==> config.mk <==
export PLATFORM = sky130hd
export DESIGN_NAME = fifo_uart_tx
export DESIGN_NICKNAME = d
export VERILOG_FILES = /design/src/rtl/fifo_uart_tx.sv
export SDC_FILE = /design/constraint.sdc
export NUM_CORES = 1
export LEC_CHECK = 0
export BUFFER_PORTS_ARGS = -buffer_cell sky130_fd_sc_hd__buf_2
export CAP_MARGIN = 5
export CORE_MARGIN = 2
export CORE_UTILIZATION = 40
export DETAILED_ROUTE_END_ITERATION = 6
export HOLD_SLACK_MARGIN = 0.1
export SYNTH_ARGS = -nofsm -noshare
export SYNTH_HDL_FRONTEND = slang
export SYNTH_SLANG_ARGS = --single-unit
==> constraint.sdc <==
create_clock -name clk -period 2.15 [get_ports clk]
set_input_delay 0.43 -clock clk [delete_from_list [all_inputs] [get_ports clk]]
set_output_delay 0.43 -clock clk [all_outputs]
set_load 0.005 [all_outputs]
==> src/rtl/fifo_uart_tx.sv <==
// Serial transmitter that drains a show-ahead FIFO: start bit, BITS data bits LSB-first,
// optional even parity, stop bit. All outputs except the pop strobe are registered.
module fifo_uart_tx #(
   parameter int BITS         = 8,
   parameter int CLKS_PER_BIT = 16,
   parameter int PARITY_EN    = 0
) (
   input  logic            clk,
   input  logic            rst,
   input  logic [BITS-1:0] Din,
   input  logic            pndng,
   output logic            pop,
   input  logic            enable,
   output logic            tx,
   output logic            busy,
   output logic            done
);

   localparam int CW = (CLKS_PER_BIT > 1) ? $clog2(CLKS_PER_BIT) : 1;
   localparam int IW = (BITS > 1) ? $clog2(BITS) : 1;
   localparam logic [CW-1:0] CNT_LAST = CW'(CLKS_PER_BIT - 1);
   localparam logic [IW-1:0] IDX_LAST = IW'(BITS - 1);

   typedef enum logic [2:0] {IDLE, START, DATA, PARITY, STOP} state_t;

   state_t          state_q, state_d;
   logic [CW-1:0]   cnt_q, cnt_d;
   logic [IW-1:0]   idx_q, idx_d;
   logic [BITS-1:0] shift_q, shift_d;
   logic            par_q, par_d;
   logic            tx_q, tx_d;
   logic            busy_q, busy_d;
   logic            done_q, done_d;
   logic            bit_end;

   // rst is folded in so the strobe is low while reset is held, even with a word pending
   assign pop     = rst && (state_q == IDLE) && enable && pndng;
   assign bit_end = (cnt_q == CNT_LAST);
   assign tx      = tx_q;
   assign busy    = busy_q;
   assign done    = done_q;

   always_comb begin
      state_d = state_q;
      cnt_d   = cnt_q;
      idx_d   = idx_q;
      shift_d = shift_q;
      par_d   = par_q;
      tx_d    = 1'b1;
      busy_d  = 1'b0;
      done_d  = 1'b0;

      if (state_q != IDLE) cnt_d = bit_end ? '0 : cnt_q + 1'b1;

      case (state_q)
         IDLE: begin
            cnt_d = '0;
            idx_d = '0;
            if (pop) begin
               shift_d = Din;
               par_d   = ^Din;
               state_d = START;
            end
         end
         START:  if (bit_end) begin
            state_d = DATA;
            idx_d   = '0;
         end
         DATA:   if (bit_end) begin
            if (idx_q == IDX_LAST) state_d = (PARITY_EN != 0) ? PARITY : STOP;
            else                   idx_d   = idx_q + 1'b1;
         end
         PARITY: if (bit_end) state_d = STOP;
         STOP:   if (bit_end) state_d = IDLE;
         default: state_d = IDLE;
      endcase

      // Outputs are registered, so they are derived from the state being entered
      case (state_d)
         START:   tx_d = 1'b0;
         DATA:    tx_d = shift_d[idx_d];
         PARITY:  tx_d = par_d;
         default: tx_d = 1'b1;
      endcase
      busy_d = (state_d != IDLE);
      done_d = (state_d == STOP) && (cnt_d == CNT_LAST);
   end

   always_ff @(posedge clk or negedge rst) begin
      if (!rst) begin
         state_q <= IDLE;
         cnt_q   <= '0;
         idx_q   <= '0;
         shift_q <= '0;
         par_q   <= 1'b0;
         tx_q    <= 1'b1;
         busy_q  <= 1'b0;
         done_q  <= 1'b0;
      end else begin
         state_q <= state_d;
         cnt_q   <= cnt_d;
         idx_q   <= idx_d;
         shift_q <= shift_d;
         par_q   <= par_d;
         tx_q    <= tx_d;
         busy_q  <= busy_d;
         done_q  <= done_d;
      end
   end

endmodule

# == Word-level counts from Yosys, hierarchy flattened ==
# Index checks and enable logic that the tools add are counted.
# classes
reduce_logical,8
addsub,2
mux,21
order_cmp,1
eq_ne,11
# op_table
op,n
3-bit two-way mux,9
8-bit two-way mux,2
3-bit case mux with 5 select lines,1
"3-bit by 2-bit equality test with 1-bit output, second input constant",4
4-bit two-way mux,3
"3-bit equality test, second input constant",3
3-bit case mux with 3 select lines,1
"4-bit equality test, second input constant",2
8-bit parity,1
"3-bit by 1-bit equality test with 1-bit output, second input constant",2
3-bit nonzero test,2
"4-bit by 1-bit adder with 4-bit output, second input constant",1
1-bit logical AND,4
"3-bit by 4-bit < comparator with 1-bit output, second input constant",1
"3-bit by 1-bit adder with 3-bit output, second input constant",1
1-bit binary-select mux with 3-bit select,1
3-bit logical NOT,1
1-bit two-way mux,3
1-bit case mux with 3 select lines,1
# word_totals
wordCells,51
reg_bits,22
out_inout_bits,4
inputBits,12

# == Depth between registers and ports, before layout ==
# Gate-level depths: netlist of run 1.
# logic_depth
depth_word,9
ltp_mapped,9
ltp_nobuf,8

# == Worst setup path after synthesis of run 1 ==
# Ideal clock, no wire load.
# synth_timing
path_kind,register to register
startpoint,reg cnt_q[0]
endpoint,"reg tx_q, in the netlist tx"
synth_period_minus_slack_ns,1.926
setup_ns,0.077
path_buffers,1
t_required_ns,2.073
path_stages_with_launch,10
slack_ns,0.224
t_arrival_ns,1.849
cell_sequence,dfrtp_1 ha_1 and3_1 buf_2 a31oi_1 a31oi_2 nor3b_1 nor4_2 mux2i_1 a31oi_1
# synth_between
elab_chain_cells,6
word_cells_on_any_way,15
classes_between,eq/ne: 4; mux: 11
# synth_lines
element,line_no,source
start: declaration,27,"logic [CW-1:0] cnt_q, cnt_d;"
start signal: assignment,101,cnt_q <= cnt_d;
4-bit equality test *,38,assign bit_end = (cnt_q == CNT_LAST);
3-bit two-way mux (on tied branches),"69, 65",
3-bit case mux with 3 select lines *,55,case (state_q)
net idx_d[0],28,"logic [IW-1:0] idx_q, idx_d;"
1-bit binary-select mux with 3-bit select *,81,DATA: tx_d = shift_d[idx_d];
1-bit two-way mux (implied by the code) *,81,
1-bit case mux with 3 select lines *,79,case (state_d)
net tx_d,31,"logic tx_q, tx_d;"
end signal: assignment,105,tx_q <= tx_d;
end: declaration,31,
# Mark *: on every way through the listed nets, which the timed path passes. The rest lies on a longest branch. The select of a mux whose other input is x is not followed.

# == Final worst setup path of run 1 ==
# Same ends and word-level chain as after synthesis.

==> results.py, run 1 <==
metrics = {
    "yosys": {
        "synth.top_cell.area_share_pct": 45.36,
        "mappedNetlistNets": 112,
        "synth_area_um2": 1159,
        "synth_cell_types": 38,
        "yosys.area.top_type": "dfrtp_1",
        "synth_warnings": 0,
        "avgSynthCellArea_um2": 11.82,
        "postSynthCellCount": 98,
        "synth_area_leaders": "dfrtp_1 (45%), mux2_2 (6.8%), xnor2_1 (6.0%), mux2i_1 (3.5%), nand3_1 (2.6%)",
        "ys_seq_area_share_pct": 47.62,
        "synth_seq_cells": 22,
    },
    "timing": {
        "period_minus_slack_ns": 2.037,
        "finClkSkew_ns": 0.002678,
        "setup_viol": 0,
        "final_min_period_over_clock_period_pct": 94.77,
        "hold_viol": 0,
        "hold_slack_ns": 0.1066,
        "max_slew_margin_pct": 72.09,
        "finalSetupTns_ns": 0,
        "report.final.slew_viol_count": 0,
        "timing.fmax_ghz": 0.4908,
        "tightest_slew_ns": 0.4133,
    },
    "route": {
        "routed_via_density": 5.422,
        "wire_per_inst_um": 14.25,
        "drtIter0Drc": 11,
        "vias": 835,
        "drtPass1Iterations": 3,
        "postRouteAntennaNets": 0,
        "drt-total-wl_um": 2195,
        "drc": 0,
    },
    "clock_tree": {
        "ctsHoldBuffers": 0,
        "clock_latency_ns": 0.31,
        "clkSinkCount": 22,
        "cts_tree": "yes",
        "clkSlewWorstSetupHoldPaths_ns": 0.12,
        "htreeDepth": 1,
        "clockBufferDepth": 2,
        "cts_made_buffers": 3,
        "clock-root-buffer": "clkbuf_4",
    },
    "global_route": {
        "grt_pass1_vias": 825,
        "antenna_found_initial": 0,
        "grt_pass1_wl_um": 3677,
        "grt_max_degree": 23,
        "grt.total_usage_pct": 14.35,
        "grt-ovfl-total": 0,
    },
    "power": {
        "power_density_nw_per_um2": 538.2,
        "p_leak_uw": 0.0006578,
        "peakVddDrop_mv": 0.6607,
    },
    "setup_path": {
        "end_kind": "register",
        "reg2reg_slack_ns": 0.11,
        "worstPathMaxFanout": 6,
        "cp.arrival_ns": 2.28,
        "crit_required_ns": 2.39,
        "reg2reg_depth": 8,
        "worstSetupStartpointType": "register",
        "r2r-end": "tx",
        "r2r_start": "cnt_q[0]",
        "path_class": "register to register",
    },
    "finish": {
        "nNetsFinal": 138,
        "diodes": 0,
        "fillerInstances": 252,
        "area_delta_synth_final_pct": 24.51,
        "final_layout_size_suffix_gt1_share_pct": 45.53,
        "fin_cells": 154,
    },
    "place": {
        "hpwl_um": 1673,
        "numPortBuffers": 15,
        "place.gp.congestion": 0.7866,
        "dp.cells": 147,
    },
    "flow_run": {
        "cap_viol_max_count": 0,
    },
    "floorplan": {
        "die_w_um": 57.82,
        "fp-row-count": 19,
        "die-area_um2": 3343,
        "io_pins": 16,
        "core_area_um2": 2758,
        "initial_utilization_pct": 42.01,
        "die_y_um": 57.82,
    },
    "outcome": {
        "run_status": "finished clean",
    },
    "hold_path": {
        "hp-class": "primary input to asynchronous set/reset pin",
    },
}
-- kinds of logic after synthesis --
logic type               share of synthesized area [%]
XOR/XNOR                                         6.804
buffers and inverters                            4.212
AND/OR/NAND/NOR                                  19.44
multiplexers                                     11.56
adder cells (fa/ha/maj)                          2.159
AO/OA/AOI/OAI                                    8.206
flip-flops                                       47.62
-- worst max-delay path, cell delays in order (launching register included) --
cell and delay, ns:
dfrtp_1 0.42, ha_1 0.26, and3_2 0.28, nand4b_1 0.15, nand3_2 0.14, and3b_1 0.23
nor4_2 0.20, mux2i_1 0.12, a31oi_1 0.19
-- routing by layer --
layer	vias up	share of wire, %	track usage (%)	wire (µm)
li1	408	-	-	-
met1	411	45	18.48	986
met2	14	50	23.70	1106
met3	2	3.8	4.688	83
met4	0	0.87	2.990	19
met5	-	0	0	0
-- placed cells by master, fill, tap and decap left out, types with 2 or more instances in the layout --
master    count
a31oi_4       2
xnor2_1       8
nand3_1       5
o21ai_0       4
buf_2        15
inv_1         2
mux2_2        7
nand2_1       2
buf_4        10
dfrtp_1      20
o21ai_4       2
mux2i_1       4
nor2_1        3
and3b_1       2
clkbuf_4      3
a21oi_1       2
ha_1          2
and2b_2       2
nor3_1        2
-- power by group --
group	total, µW	switching, µW	internal (µW)
logic	46.7	23.7	23.0
registers	414	0	414
clock network	316	127	188
-- state kept, by name, summed over array words and instances, names as in the netlist --
signal and flops:
shift_q 8, cnt_q 4, idx_q 3, state_q 3
busy 1, done 1, par_q 1, tx 1
-- what timing repair did --
action | CTS | global route
setup buffers | 0 | 3
resized for setup | 0 | 15
setup endpoints to repair | 0 | 1
-- stage by stage --
step           power [µW]  instance area (µm²)  utilization [%]  worst slack, ns
2_1_floorplan       443.7                 1159                -           0.2238
3_3_place_gp        468.8                 1292            46.87           0.1304
3_5_place_dp        469.3                 1292            46.87          0.04712
4_1_cts             790.9                 1345            48.78         0.005546
5_1_grt             815.9                 1443            52.31         -0.06550
6_report            776.4                 1443            52.31           0.1125
-- worst max-delay path by stage --
| stage | from | to | slack (ns) |
|---|---|---|---|
| detailed placement | cnt_q[0] | tx | 0.05 |
| CTS | cnt_q[0] | tx | 0.006 |
| finish | cnt_q[0] | tx | 0.11 |
| global placement | state_q[0] | tx | 0.13 |
| global route | cnt_q[0] | tx | -0.07 |
| floorplan | cnt_q[0] | tx | 0.22 |
-- Yosys cell counts --
master / number
dfrtp_1: 21
xnor2_1: 8
mux2_2: 7
nand3_1: 6
o21ai_0: 5
mux2i_1: 4
a21oi_1: 3
nor2_1: 3
nor3_1: 3
a31oi_1: 2
and2b_2: 2
and3b_1: 2
buf_2: 2
buf_6: 2
ha_1: 2
inv_1: 2
nand2_1: 2
nor3b_1: 2
a31oi_2: 1
and2_1: 1
and3_1: 1
and4_1: 1
clkinv_4: 1
dfstp_2: 1
mux2_4: 1
nand3_2: 1
nand4_1: 1
nand4_4: 1
nand4b_1: 1
nor2b_1: 1
nor2b_2: 1
nor3_4: 1
nor4_2: 1
o211ai_1: 1
o21ai_1: 1
o31a_1: 1
o41ai_1: 1
xor2_1: 1
-- final cells by class --
cell class,instances,area [µm²],share of cell area (%)
Tap cell,31,38.79,2.689
Inverter,3,16.27,1.127
Clock buffer,3,22.52,1.561
Sequential cell,22,553.0,38.33
Multi-Input combinational cell,69,631.9,43.80
Clock inverter,1,30.03,2.082
Timing Repair Buffer,25,150.1,10.41
No activity file was read; power rests on OpenSTA's default activity.
==> run 2, diff against run 1 <==
--- a/config.mk
+++ b/config.mk
@@ -8,7 +8,7 @@
 export BUFFER_PORTS_ARGS = -buffer_cell sky130_fd_sc_hd__buf_2
 export CAP_MARGIN = 5
 export CORE_MARGIN = 2
-export CORE_UTILIZATION = 40
+export CORE_UTILIZATION = 30
 export DETAILED_ROUTE_END_ITERATION = 6
 export HOLD_SLACK_MARGIN = 0.1
 export SYNTH_ARGS = -nofsm -noshare
==> results.py, run 2 (synthesis gave the netlist of run 1 again) <==
metrics = {
    "flow_run": {
        "cap_viol_max_count": 0,
    },
    "setup_path": {
        "path_class": "register to register",
        "cpMaxStageDelayCell": "dfrtp_2",
        "crit_chain": "nor3_4 -> nand4_4 -> clkinv_4 -> mux2_2 -> nor3b_1 -> nor4_2 -> mux2i_1 -> a31oi_1",
        "cp.arrival_ns": 2.20,
        "crit_buf_inv": 1,
        "path_delay_family": "simple AND/OR/NAND/NOR gates",
        "cpPeakStageDelay_ns": 0.48,
        "r2r_start": "state_q[0]",
        "worstSetupStartpointType": "register",
        "worstPathMaxFanout": 10,
        "crit_required_ns": 2.34,
        "end_kind": "register",
        "crit_start": "state_q[0]",
    },
    "power": {
        "p_seq_share_pct": 56.8,
        "p_sw_uw": 158.4,
        "power_uw": 727.2,
        "power_density_nw_per_um2": 530.8,
        "peakVddDrop_mv": 0.4575,
        "p_leak_uw": 0.0006128,
        "clkPwrFrac_pct": 36.7,
        "p_comb_share_pct": 6.5,
        "switching_share_pct": 21.79,
        "p_int_uw": 568.8,
    },
    "global_route": {
        "antenna_found_initial": 0,
        "grt-ovfl-total": 0,
        "grt_pass1_wl_um": 4043,
        "grt_pass1_vias": 875,
        "grt.total_usage_pct": 12.42,
        "grt_max_degree": 23,
    },
    "place": {
        "place.gp.congestion": 0.7941,
        "dp.cells": 162,
        "hpwl_um": 1687,
        "numPortBuffers": 15,
    },
    "clock_tree": {
        "clockBufferDepth": 2,
        "htreeDepth": 1,
        "clkSinkCount": 22,
        "clock-root-buffer": "clkbuf_8",
        "cts_made_buffers": 3,
        "clock_latency_ns": 0.27,
        "cts_tree": "yes",
        "ctsHoldBuffers": 0,
        "clkSlewWorstSetupHoldPaths_ns": 0.08,
    },
    "floorplan": {
        "initial_utilization_pct": 31.41,
        "die_y_um": 66.15,
        "io_pins": 16,
        "fp-row-count": 22,
        "die_w_um": 66.15,
        "die-area_um2": 4375,
        "core_area_um2": 3689,
    },
    "route": {
        "routed_via_density": 4.922,
        "drc": 0,
        "drt-total-wl_um": 2221,
        "postRouteAntennaNets": 0,
        "drtIter0Drc": 5,
        "wire_per_inst_um": 13.38,
        "drtPass1Iterations": 4,
        "vias": 817,
    },
    "timing": {
        "hold_viol": 0,
        "tightest_slew_ns": 0.3969,
        "report.final.slew_viol_count": 0,
        "timing.fmax_ghz": 0.4981,
        "final_min_period_over_clock_period_pct": 93.37,
        "finalSetupTns_ns": 0,
        "setup_viol": 0,
        "rsz0062_at_grt": "false",
        "finClkSkew_ns": 0.002662,
        "period_minus_slack_ns": 2.008,
        "max_slew_margin_pct": 73.19,
    },
    "finish": {
        "fin_cells": 166,
        "largest_register_ffs": 8,
        "final_layout_size_suffix_gt1_share_pct": 38.98,
        "area_delta_synth_final_pct": 18.25,
        "final_common_cell": "dfrtp_1",
        "nNetsFinal": 133,
        "diodes": 0,
        "fillerInstances": 379,
        "reg_top3": "shift_q (8), cnt_q (4)",
        "regMostFlops": "shift_q",
        "final_cell_mix": "dfrtp_1 (20), buf_2 (15), xnor2_1 (8), mux2_2 (7)",
    },
    "hold_path": {
        "hp-class": "primary input to asynchronous set/reset pin",
    },
    "outcome": {
        "run_status": "finished clean",
    },
}
run 2: cell types whose count changed in the layout (fill, tap and decap cells not counted), sizes merged:
cell	previous run	this run
clkbuf	3	4
buf	25	20
bufinv	1	0
run 2: worst paths after layout:
kind                              end  slack, ns  cells after the start
max in group asynchronous          tx       1.69                      2
min in group clk           shift_q[5]       0.44                      2
hold reg to reg              cnt_q[0]       0.50                      1
setup reg to reg                   tx       0.14                      8
hold / removal               cnt_q[2]       0.18                      2
setup / recovery                   tx       0.14                      8
run 2: final cells by class:
class                      instances  area, µm²  share of cell area [%]
timing repair buffer              20      112.6                   8.219
clock buffer                       4      45.04                   3.288
sequential                        22      553.0                   40.37
tap                               48      60.06                   4.384
multi-input combinational         69      583.1                   42.56
inverter                           3      16.27                   1.187
run 2: per-layer routing:
metal | global-route usage, % | routed length [µm] | vias up
li1 | - | - | 398
met5 | 0 | 0 | -
met4 | 6.122 | 47 | 0
met3 | 3.407 | 114 | 4
met1 | 15.20 | 1031 | 399
met2 | 20.00 | 1028 | 16
run 2: timing repair:
item / CTS / global route
gates resized for setup: 0 / 7
setup endpoints to repair: 0 / 1
setup buffers: 0 / 0
run 2: worst reg2reg max path: stages (launching register included):
cell      delay [ns]
dfrtp_2         0.48
nor3_4          0.25
nand4_4         0.17
clkinv_4        0.13
mux2_2          0.37
nor3b_1         0.24
nor4_2          0.08
mux2i_1         0.13
a31oi_1         0.09
run 2: per-stage QoR:
stage | worst slack [ns] | utilization, % | area, µm² | hold slack [ns]
4_1_cts | 0.07463 | 36.43 | 1344 | 0.1852
6_report | 0.1425 | 37.14 | 1370 | 0.1812
3_5_place_dp | 0.08920 | 35.21 | 1299 | 0.4750
2_1_floorplan | 0.2238 | - | 1159 | 0.1344
3_3_place_gp | 0.1423 | 35.21 | 1299 | 0.4650
5_1_grt | 0.004204 | 37.14 | 1370 | 0.2005
run 2: power by group through the flow:
stage               logic, µW  registers (µW)  clock network, µW
global placement         47.7             422                  0
CTS                      48.7             413                277
global route             52.9             413                294
floorplan                21.9             422                  0
finish                   47.2             413                267
detailed placement       48.8             422                  0
==> run 3, diff against run 2 <==
--- a/config.mk
+++ b/config.mk
@@ -5,9 +5,8 @@
 export SDC_FILE = /design/constraint.sdc
 export NUM_CORES = 1
 export LEC_CHECK = 0
-export BUFFER_PORTS_ARGS = -buffer_cell sky130_fd_sc_hd__buf_2
+export BUFFER_PORTS_ARGS = -buffer_cell sky130_fd_sc_hd__buf_4
 export CAP_MARGIN = 5
-export CORE_MARGIN = 2
 export CORE_UTILIZATION = 30
 export DETAILED_ROUTE_END_ITERATION = 6
 export HOLD_SLACK_MARGIN = 0.1
==> results.py, run 3 (synthesis gave the netlist of run 1 again) <==
metrics = {
    "route": {
        "drtPass1Iterations": 4,
        "postRouteAntennaNets": 0,
        "vias": 818,
        "routed_via_density": 4.928,
        "wire_per_inst_um": 13.98,
        "drt-total-wl_um": 2320,
        "drtIter0Drc": 4,
        "drc": 0,
    },
    "setup_path": {
        "end_kind": "register",
        "crit_chain": "ha_2 -> and3_2 -> a31oi_2 -> a31oi_4 -> nor3b_2 -> nor4_2 -> mux2i_1 -> a31oi_1",
        "reg2reg_depth": 8,
        "path_class": "register to register",
        "cp.arrival_ns": 2.20,
        "crit_required_ns": 2.34,
        "cpMaxStageDelayCell": "dfrtp_1",
        "cpPeakStageDelay_ns": 0.42,
        "worstSetupStartpointType": "register",
        "r2r_start": "cnt_q[0]",
        "worstPathMaxFanout": 7,
        "r2r-end": "tx",
        "reg2reg_slack_ns": 0.14,
    },
    "global_route": {
        "grt-ovfl-total": 0,
        "grt_max_degree": 23,
        "grt_pass1_wl_um": 3712,
        "antenna_found_initial": 0,
        "grt.total_usage_pct": 11.75,
        "grt_pass1_vias": 807,
    },
    "floorplan": {
        "die_y_um": 64.15,
        "io_pins": 16,
        "die_w_um": 64.15,
        "fp-row-count": 22,
        "initial_utilization_pct": 31.41,
        "die-area_um2": 4115,
        "core_area_um2": 3689,
    },
    "place": {
        "place.gp.congestion": 0.7786,
        "hpwl_um": 1621,
        "numPortBuffers": 15,
        "placed_cell_area_um2": 1336,
    },
    "clock_tree": {
        "clockBufferDepth": 2,
        "ctsHoldBuffers": 0,
        "cts_tree": "yes",
        "clock_latency_ns": 0.26,
        "cts_made_buffers": 3,
        "cts_setup_buffers": 0,
        "htreeDepth": 1,
        "clock-root-buffer": "clkbuf_8",
        "clkSlewWorstSetupHoldPaths_ns": 0.08,
        "clkSinkCount": 22,
    },
    "timing": {
        "timing.fmax_ghz": 0.4981,
        "hold_viol": 0,
        "finClkSkew_ns": 0.005500,
        "report.final.slew_viol_count": 0,
        "final_min_period_over_clock_period_pct": 93.38,
        "max_slew_margin_pct": 70.73,
        "period_minus_slack_ns": 2.008,
        "setup_viol": 0,
        "tightest_slew_ns": 0.4333,
    },
    "finish": {
        "diodes": 0,
        "final_cell_mix": "dfrtp_1 (20), buf_4 (20), xnor2_1 (8), mux2_2 (7), nand3_1 (5)",
        "design_area_um2": 1460,
        "largest_register_ffs": 8,
        "area_delta_synth_final_pct": 26.03,
        "reg_top3": "shift_q (8), cnt_q (4)",
        "nNetsFinal": 133,
        "final_layout_size_suffix_gt1_share_pct": 44.07,
        "utilization_pct": 39.59,
        "regMostFlops": "shift_q",
    },
    "power": {
        "power_density_nw_per_um2": 523.2,
        "peakVddDrop_mv": 0.2916,
        "p_leak_uw": 0.0006410,
    },
    "flow_run": {
        "cap_viol_max_count": 0,
    },
    "hold_path": {
        "hp-class": "primary input to asynchronous set/reset pin",
    },
    "outcome": {
        "run_status": "finished clean",
    },
}
==> run 3: how the worst max path moves through the flow <==
stage	endpoint	startpoint	depth (start not counted)	slack [ns]
global placement	tx	cnt_q[0]	8	0.1
finish	tx	cnt_q[0]	8	0.14
detailed placement	tx	cnt_q[0]	8	0.06
global route	tx	cnt_q[0]	8	-0.04
floorplan	tx	cnt_q[0]	9	0.22
CTS	tx	cnt_q[0]	8	0.03
==> run 3: final cells by class <==
class                      count  area, µm²
fill                         364       2228
multi-input combinational     69      625.6
sequential                    22      553.0
timing repair buffer          20      150.1
tap                           48      60.06
clock buffer                   4      55.05
inverter                       3      16.27
==> run 3: power breakdown <==
group	internal (µW)	switching, µW
logic	28.7	24.6
registers	413	0
clock network	163	134
total	605	159
==> run 3: worst max-delay path: cells and delay by family (launching register included) <==
kind | cells | cell delay [ns]
simple gates | 3 | 0.70
compound gates | 3 | 0.47
flops | 1 | 0.42
fa+ha+maj | 1 | 0.23
mux | 1 | 0.10
==> run 3: layer usage <==
layer / share of wire [%] / vias to the layer above / track usage, %
met3: 3.8 / 7 / 2.321
li1: - / 397 / -
met2: 48 / 20 / 18.48
met5: 0 / - / 0
met4: 1.7 / 0 / 5.000
met1: 46 / 394 / 15.66
==> run 3: metrics by stage <==
stage,worst slack (ns),hold slack [ns],instances,total power (µW),TNS [ns]
2_1_floorplan,0.2238,0.1344,98,443.7,0
3_3_place_gp,0.09590,0.4556,162,475.3,0
3_5_place_dp,0.06200,0.4642,162,476.2,0
4_1_cts,0.02952,0.1781,166,772.6,0
5_1_grt,-0.03737,0.1821,166,795.4,-0.03737
6_report,0.1423,0.1710,166,764.0,0
==> run 3: repair_timing <==
item | CTS | global route
resized for setup | 0 | 15
endpoints found under the hold margin | 0 | 0
endpoints found under the setup margin | 0 | 1
